$ cat src/rtl/lane_packer_if.sv
// Stream bundle around the lane packer: serial value input, packed word output.
interface lane_packer_if #(
  parameter int NUM      = 4,
  parameter int bitwidth = 16
);
  logic                    in_valid;
  logic                    in_ready;
  logic [bitwidth-1:0]     in_data;
  logic                    in_last;
  logic                    out_valid;
  logic                    out_ready;
  logic [NUM*bitwidth-1:0] out_data;
  logic [NUM-1:0]          out_ctr;
  logic                    out_last;

  // Environment side: feeds values and consumes packed words.
  modport master (
    output in_valid, in_data, in_last, out_ready,
    input  in_ready, out_valid, out_data, out_ctr, out_last
  );

  // Packer side.
  modport slave (
    input  in_valid, in_data, in_last, out_ready,
    output in_ready, out_valid, out_data, out_ctr, out_last
  );
endinterface

$ cat src/rtl/lane_packer.sv
// Packs a serial stream of values into NUM-lane words with a contiguous lane
// enable mask. A word closes when the last lane fills or the group ends; if
// the output register is busy, the closed word waits in the assembly register
// (pending) and input is held off until it can move on.
module lane_packer #(
  parameter int NUM      = 4,
  parameter int bitwidth = 16
) (
  input logic         clk,
  input logic         rst,
  lane_packer_if.slave bus
);
  localparam int             FW        = $clog2(NUM);
  localparam logic [FW-1:0]  LAST_LANE = FW'(NUM - 1);

  logic [NUM*bitwidth-1:0] asm_data;
  logic [NUM-1:0]          asm_mask;
  logic                    asm_last;
  logic [FW-1:0]           fill;
  logic                    pending;

  logic [NUM*bitwidth-1:0] out_data_r;
  logic [NUM-1:0]          out_ctr_r;
  logic                    out_last_r;
  logic                    out_valid_r;

  logic [NUM*bitwidth-1:0] word_data;
  logic [NUM-1:0]          word_mask;
  logic                    accept;
  logic                    slot_free;
  logic                    closing;

  // in_ready depends only on held state and reset, never on out_ready.
  assign bus.in_ready = ~pending & ~rst;
  assign accept       = bus.in_valid & bus.in_ready;
  assign slot_free    = ~out_valid_r | bus.out_ready;
  assign closing      = accept & ((fill == LAST_LANE) | bus.in_last);

  assign bus.out_valid = out_valid_r;
  assign bus.out_data  = out_data_r;
  assign bus.out_ctr   = out_ctr_r;
  assign bus.out_last  = out_last_r;

  // Assembly word with the incoming value merged into lane 'fill'.
  always_comb begin
    word_data = asm_data;
    word_mask = asm_mask;
    for (int i = 0; i < NUM; i++) begin
      if (fill == FW'(i)) begin
        word_data[i*bitwidth +: bitwidth] = bus.in_data;
        word_mask[i]                      = 1'b1;
      end
    end
  end

  // Assembly, pending hand-off and output register.
  always_ff @(posedge clk) begin
    if (rst) begin
      asm_data    <= '0;
      asm_mask    <= '0;
      asm_last    <= 1'b0;
      fill        <= '0;
      pending     <= 1'b0;
      out_data_r  <= '0;
      out_ctr_r   <= '0;
      out_last_r  <= 1'b0;
      out_valid_r <= 1'b0;
    end else begin
      if (out_valid_r && bus.out_ready) begin
        out_valid_r <= 1'b0;
      end

      if (pending) begin
        if (slot_free) begin
          out_data_r  <= asm_data;
          out_ctr_r   <= asm_mask;
          out_last_r  <= asm_last;
          out_valid_r <= 1'b1;
          asm_data    <= '0;
          asm_mask    <= '0;
          asm_last    <= 1'b0;
          pending     <= 1'b0;
        end
      end else if (accept) begin
        if (closing) begin
          fill <= '0;
          if (slot_free) begin
            out_data_r  <= word_data;
            out_ctr_r   <= word_mask;
            out_last_r  <= bus.in_last;
            out_valid_r <= 1'b1;
            asm_data    <= '0;
            asm_mask    <= '0;
            asm_last    <= 1'b0;
          end else begin
            // Closed word parks here until the output register frees up.
            asm_data <= word_data;
            asm_mask <= word_mask;
            asm_last <= bus.in_last;
            pending  <= 1'b1;
          end
        end else begin
          asm_data <= word_data;
          asm_mask <= word_mask;
          fill     <= fill + FW'(1);
        end
      end
    end
  end
endmodule

$ cat src/flat_wrapper.sv
// flat-port wrapper written by rule: the top's interface ports become plain ports
module lane_packer_flat 
#(
  parameter int NUM      = 4,
  parameter int bitwidth = 16
)
  (clk, rst, bus_in_valid, bus_in_data, bus_in_last, bus_out_ready, bus_in_ready, bus_out_valid, bus_out_data, bus_out_ctr, bus_out_last);
  lane_packer_if #(.NUM(NUM), .bitwidth(bitwidth)) bus_i ();
  input logic clk;
  input logic rst;
  input wire logic [$bits(bus_i.in_valid)-1:0] bus_in_valid;
  input wire logic [$bits(bus_i.in_data)-1:0] bus_in_data;
  input wire logic [$bits(bus_i.in_last)-1:0] bus_in_last;
  input wire logic [$bits(bus_i.out_ready)-1:0] bus_out_ready;
  output wire logic [$bits(bus_i.in_ready)-1:0] bus_in_ready;
  output wire logic [$bits(bus_i.out_valid)-1:0] bus_out_valid;
  output wire logic [$bits(bus_i.out_data)-1:0] bus_out_data;
  output wire logic [$bits(bus_i.out_ctr)-1:0] bus_out_ctr;
  output wire logic [$bits(bus_i.out_last)-1:0] bus_out_last;
  assign bus_i.in_valid = bus_in_valid;
  assign bus_i.in_data = bus_in_data;
  assign bus_i.in_last = bus_in_last;
  assign bus_i.out_ready = bus_out_ready;
  assign bus_in_ready = bus_i.in_ready;
  assign bus_out_valid = bus_i.out_valid;
  assign bus_out_data = bus_i.out_data;
  assign bus_out_ctr = bus_i.out_ctr;
  assign bus_out_last = bus_i.out_last;
  lane_packer #(.NUM(NUM), .bitwidth(bitwidth)) u_core (.clk(clk), .rst(rst), .bus(bus_i));
endmodule
$ cat config.mk
export PLATFORM = sky130hd
export DESIGN_NAME = lane_packer_flat
export DESIGN_NICKNAME = d
export VERILOG_FILES = /design/src/rtl/lane_packer_if.sv /design/src/rtl/lane_packer.sv /design/src/flat_wrapper.sv
export SDC_FILE = /design/constraint.sdc
export NUM_CORES = 1
export LEC_CHECK = 0
export ABC_AREA = 0
export BUFFER_PORTS_ARGS = -buffer_cell sky130_fd_sc_hd__buf_2
export CAP_MARGIN = 20
export CELL_PAD_IN_SITES_DETAIL_PLACEMENT = 1
export CELL_PAD_IN_SITES_GLOBAL_PLACEMENT = 1
export CORE_ASPECT_RATIO = 0.9
export CORE_MARGIN = 8
export CORE_UTILIZATION = 49
export CTS_BUF_LIST = sky130_fd_sc_hd__clkbuf_8
export DETAILED_ROUTE_END_ITERATION = 12
export PLACE_DENSITY_LB_ADDON = 0.1
export SYNTH_ARGS = -nofsm -noshare
export SYNTH_HDL_FRONTEND = slang
export SYNTH_SLANG_ARGS = --single-unit
$ cat constraint.sdc
create_clock -name clk -period 4.2 [get_ports clk]
set_input_delay 0.84 -clock clk [delete_from_list [all_inputs] [get_ports clk]]
set_output_delay 0.84 -clock clk [all_outputs]
set_load 0.01 [all_outputs]
=== Yosys cells after proc, flatten, opt, wreduce, memory -nomap -nowiden ===
Cells that the tools add are included.

* Register bits: 142
* Input bits: 21
* Output and inout bits: 71
* Logic and storage cells: 79

* Add/subtract/negate cells: 1
* Equal/unequal tests: 5
* Mux-type cells: 48
* Bitwise gates (word level): 8
* Reductions and logical operators: 8

{| class="wikitable"
|+ Operator list
! operator !! number
|-
| 2-to-1 mux 64 bit || 10
|-
| 2-to-1 mux 16 bit || 4
|-
| 2-to-1 mux 4 bit || 10
|-
| 2-to-1 mux 1 bit || 23
|-
| == test 2 bit, second input constant || 2
|-
| inequality test 2 bit, second input constant || 2
|-
| AND reduction 2 bit || 2
|-
| AND reduction 4 bit || 1
|-
| nonzero test 2 bit || 2
|-
| bitwise AND 1 bit || 3
|-
| inverter 1 bit || 3
|-
| AND reduction 3 bit || 1
|-
| adder 2 x 1 -> 2 bit, second input constant || 1
|-
| == test 2 x 1 -> 1 bit, second input constant || 1
|-
| logical NOT 2 bit || 1
|-
| 2-to-1 mux 2 bit || 1
|-
| bitwise OR 1 bit || 2
|-
| logical AND 1 bit || 1
|}

=== Depth between registers and ports, before layout ===
* Depth in word-level cells: 7
* Mapped depth: 8
* Mapped depth without buffers: 6

=== Worst setup path after synthesis ===
No wires, ideal clock.

* Path type: input to output
* Start: input rst
* End: output bus_in_ready
* Data arrival time: 1485 ps
* Data required time: 3360 ps
* Setup slack: 1875 ps
* Stages on the path: 3
* Buffers on the path: 2
* Path through: clkbuf_1 -> clkbuf_1 -> nor2_1

* Word-level cells in the longest chain between the ends: 2

{| class="wikitable"
|+ Ends and longest elaborated chain
! what !! line !! source
|-
| start: declaration || flat_wrapper.sv:10 || <nowiki>input logic rst;</nowiki>
|-
| inverter 1 bit || lane_packer.sv:34 || <nowiki>assign bus.in_ready = ~pending & ~rst;</nowiki>
|-
| bitwise AND 1 bit || lane_packer.sv:34 ||
|-
| end: declaration || flat_wrapper.sv:15 || <nowiki>output wire logic [$bits(bus_i.in_ready)-1:0] bus_in_ready;</nowiki>
|}

No other way between the ends.

=== Worst setup path in the final report ===
Ends and elaborated chain as after synthesis.

==> summary.md <==
## STA
* Clock Skews: 0.00714 ns
* measured slew at the worst slew-check pin: 0.846 ns
* final setup fails: 0
* post-route fraction of the period consumed by the critical path: 63.5%
* Fmax achieved: 375 MHz
* hold violation count in the final report: 0
* Relative slew margins: 43.6%
* time the final worst path needs with I/O delays and setup: 2.67 ns
* number of max-slew violations in the final report: 0
* unrepaired setup endpoints after global routing: false
* worst hold slack: 0.447 ns
* worst-case setup margin in the final layout: 1.53 ns
* Setup TNS: 0 ns

## Power
* cell-internal power: 2.07 mW
* part of the total power dissipated in the clock network: 41.6%
* power per cell area: 413 mW/mm2
* maximum vdd ir drop: 0.000279 V
* Switching Power: 0.686 mW
* part of the power in combinational logic: 8.2%
* Leakage: 2.74 nW
* Sequential Power Share: 50.2%
* total power consumption of the routed design: 2.75 mW
* Net Sw Frac: 24.9%

## Worst setup path
* setup slack of the most critical reg-to-reg path: 1.86 ns
* critical path required time: 3.36 ns
* critical path capture point type: output port
* peak fanout along the critical path: 74
* CP Class: in -> out
* Worst Setup Start Kind: input pin
* Worst Path Arrival: 1.83 ns
* reg-to-reg critical path endpoint: u_core.bus.out_data[35]
* length in cells of the worst reg-to-reg path: 6
* start of the worst register-to-register path: u_core.fill[0]

## Synth
* part of the Yosys area used for sequential elements: 48.9%
* post-synthesis instance area: 0.00582 mm2
* Synth async-reset ratio: 0%
* biggest area contributors in the synthesized netlist: dfxtp_1 (49%), mux2i_1 (11%), a22o_1 (9.8%), a31o_2 (9.6%), nor4_1 (7.0%)
* number of library cell types mapped by synthesis: 35
* cell with the most instances after synthesis: dfxtp_1
* most common flop cell mapped by yosys: dfxtp_1
* Mapped Nets: 576
* FF+latch count, synth: 142
* Post-Syn Instances: 550
* top cells by count, synth: dfxtp_1 (142), a22o_1 (65), nor4_1 (65)
* yosys synthesis warning count: 0
* area share of the largest cell type after synthesis: 48.9%
* biggest area consumer among synthesized cells: dfxtp_1
* number of enable flip-flop cells after synthesis: 0
* Post-Synthesis Mean Instance Area: 10.6 um2

## Placement
* estimated wirelength of the detail-placed design: 11000 um
* cell area after placement: 0.00620 mm2
* number of placed instances, taps included: 726
* worst setup slack before clock tree synthesis: 1.26 ns
* count of input and output buffers: 91
* Final Wtd Congestion: 0.820

## GRT
* maximum number of pins on one net before global-route repair: 75
* aggregate global routing overflow: 0
* antenna violations before repair: 0
* aggregate global-route resource usage: 22.7%
* global-route wire length before repair: 27700 um
* vias in the first global route: 4935

## Routing
* final wirelength: 17500 um
* TritonRoute pass-1 iters: 6
* violation count after the first detailed-route iteration: 410
* routed wirelength normalized by instance count: 22.9 um
* total vias in the final route: 4778
* remaining design rule violation count: 0
* number of nets still failing antenna checks after routing: 0
* via count normalized by instance count: 6.28

## Die
* overall die area: 0.0156 mm2
* Site Rows: 37
* starting density of the core: 50.5%
* I/O pins: 92
* die extent in y: 119 um
* horizontal die dimension: 131 um
* Core Box Area: 0.0115 mm2

## Final layout
* Final Non-Filler Cells: 761
* filler cell count: 1276
* finished layout cell area: 0.00666 mm2
* area overhead of the layout relative to synthesis: 14.5%
* fraction of layout cells with a size suffix above 1: 34.7%
* Antenna Cells: 0
* final core utilization: 57.8%
* nets: 618

## Worst hold path
* start point of the worst hold path: u_core.bus.out_ctr[1]
* number of cells on the worst hold path: 2
* Hold Crit Endpoint: u_core.bus.out_ctr[1]
* class of the tightest hold or removal check: reg -> reg

## Clock network
* number of clock sinks: 142
* clock-pin slew reported for the worst setup and hold paths after clock tree synthesis: 0.07 ns
* Post CTS Setup Buffer Count: 0
* buffer type at the clock tree root: clkbuf_8
* number of buffers between clock root and the deepest sink: 2
* CTS Hold Bufs: 0
* clock tree from TritonCTS: built
* post-CTS resize count: 0
* insertion delay to the later sink of the worst-skew pair: 0.45 ns
* clock buffers created by TritonCTS: 17
* H-tree Lvls: 4

## Status
* run status: finished clean

## Run
* max capacitance violation total: 0

==> logic make-up after synthesis <==
group	share of synthesized area, %
AOI/OAI and AO/OA	23.2
DFF	48.9
and+or+nand+nor	9.36
adders and majority gates	1.08
muxes	11.0
buffers and inverters	6.48
==> layout by cell type, fill, tap and decap left out, drive strengths merged, types with 2 or more instances in the layout <==
cell    instances
nor3            2
a22o           65
nor2b           6
clkbuf         20
dfxtp         142
o41ai           3
buf           100
nor2           10
nand2b          2
nor4           65
a21oi          15
bufinv          3
or2             2
clkinv          8
o21ai           2
and3            3
ha              5
mux2i          64
a21o            4
inv            10
a31o           64
==> worst max-delay path: stages <==
cell    delay [ns]
buf_2         0.11
buf_4         0.63
nor2_1        0.07
buf_2         0.17
==> power by group through the flow <==
stage / registers, mW / logic, mW / clock network [mW]
finish: 1.38 / 0.226 / 1.14
global route: 1.38 / 0.240 / 1.23
CTS: 1.38 / 0.222 / 1.16
detailed placement: 1.41 / 0.220 / 0
global placement: 1.41 / 0.213 / 0
floorplan: 1.42 / 0.149 / 0
==> per-layer routing <==
layer	GRT usage [%]	routed length, um
met1	30.7	8080
met2	35.3	8150
met3	5.17	1090
met4	6.95	129
met5	0	0
==> state kept, by name, summed over array words and instances (netlist names) <==
signal / cells
u_core.bus.out_data: 64
u_core.pending: 1
u_core.bus.out_ctr: 4
u_core.asm_mask: 4
u_core.asm_data: 64
u_core.bus.out_last: 1
u_core.fill: 2
u_core.asm_last: 1
u_core.bus.out_valid: 1
==> worst max path at each step <==
stage / start / end / slack, ns
finish: rst / bus_in_ready / 1.53
global route: rst / bus_in_ready / 1.41
CTS: rst / bus_in_ready / 1.52
detailed placement: rst / u_core.asm_data[30] / 1.26
global placement: rst / u_core.asm_data[42] / 1.33
floorplan: rst / bus_in_ready / 1.88
==> area by class of cell <==
cell class / instances / area, um2 / share of cell area [%]
clock buffers: 20 / 275 / 4.13
clock inverters: 12 / 141 / 2.12
inverters: 10 / 37.5 / 0.564
multi-input cells: 321 / 2620 / 39.4
flip-flops and latches: 142 / 2840 / 42.7
well taps: 156 / 195 / 2.93
repair buffers: 100 / 546 / 8.19
Note: power is estimated with default switching activity, not from simulation.
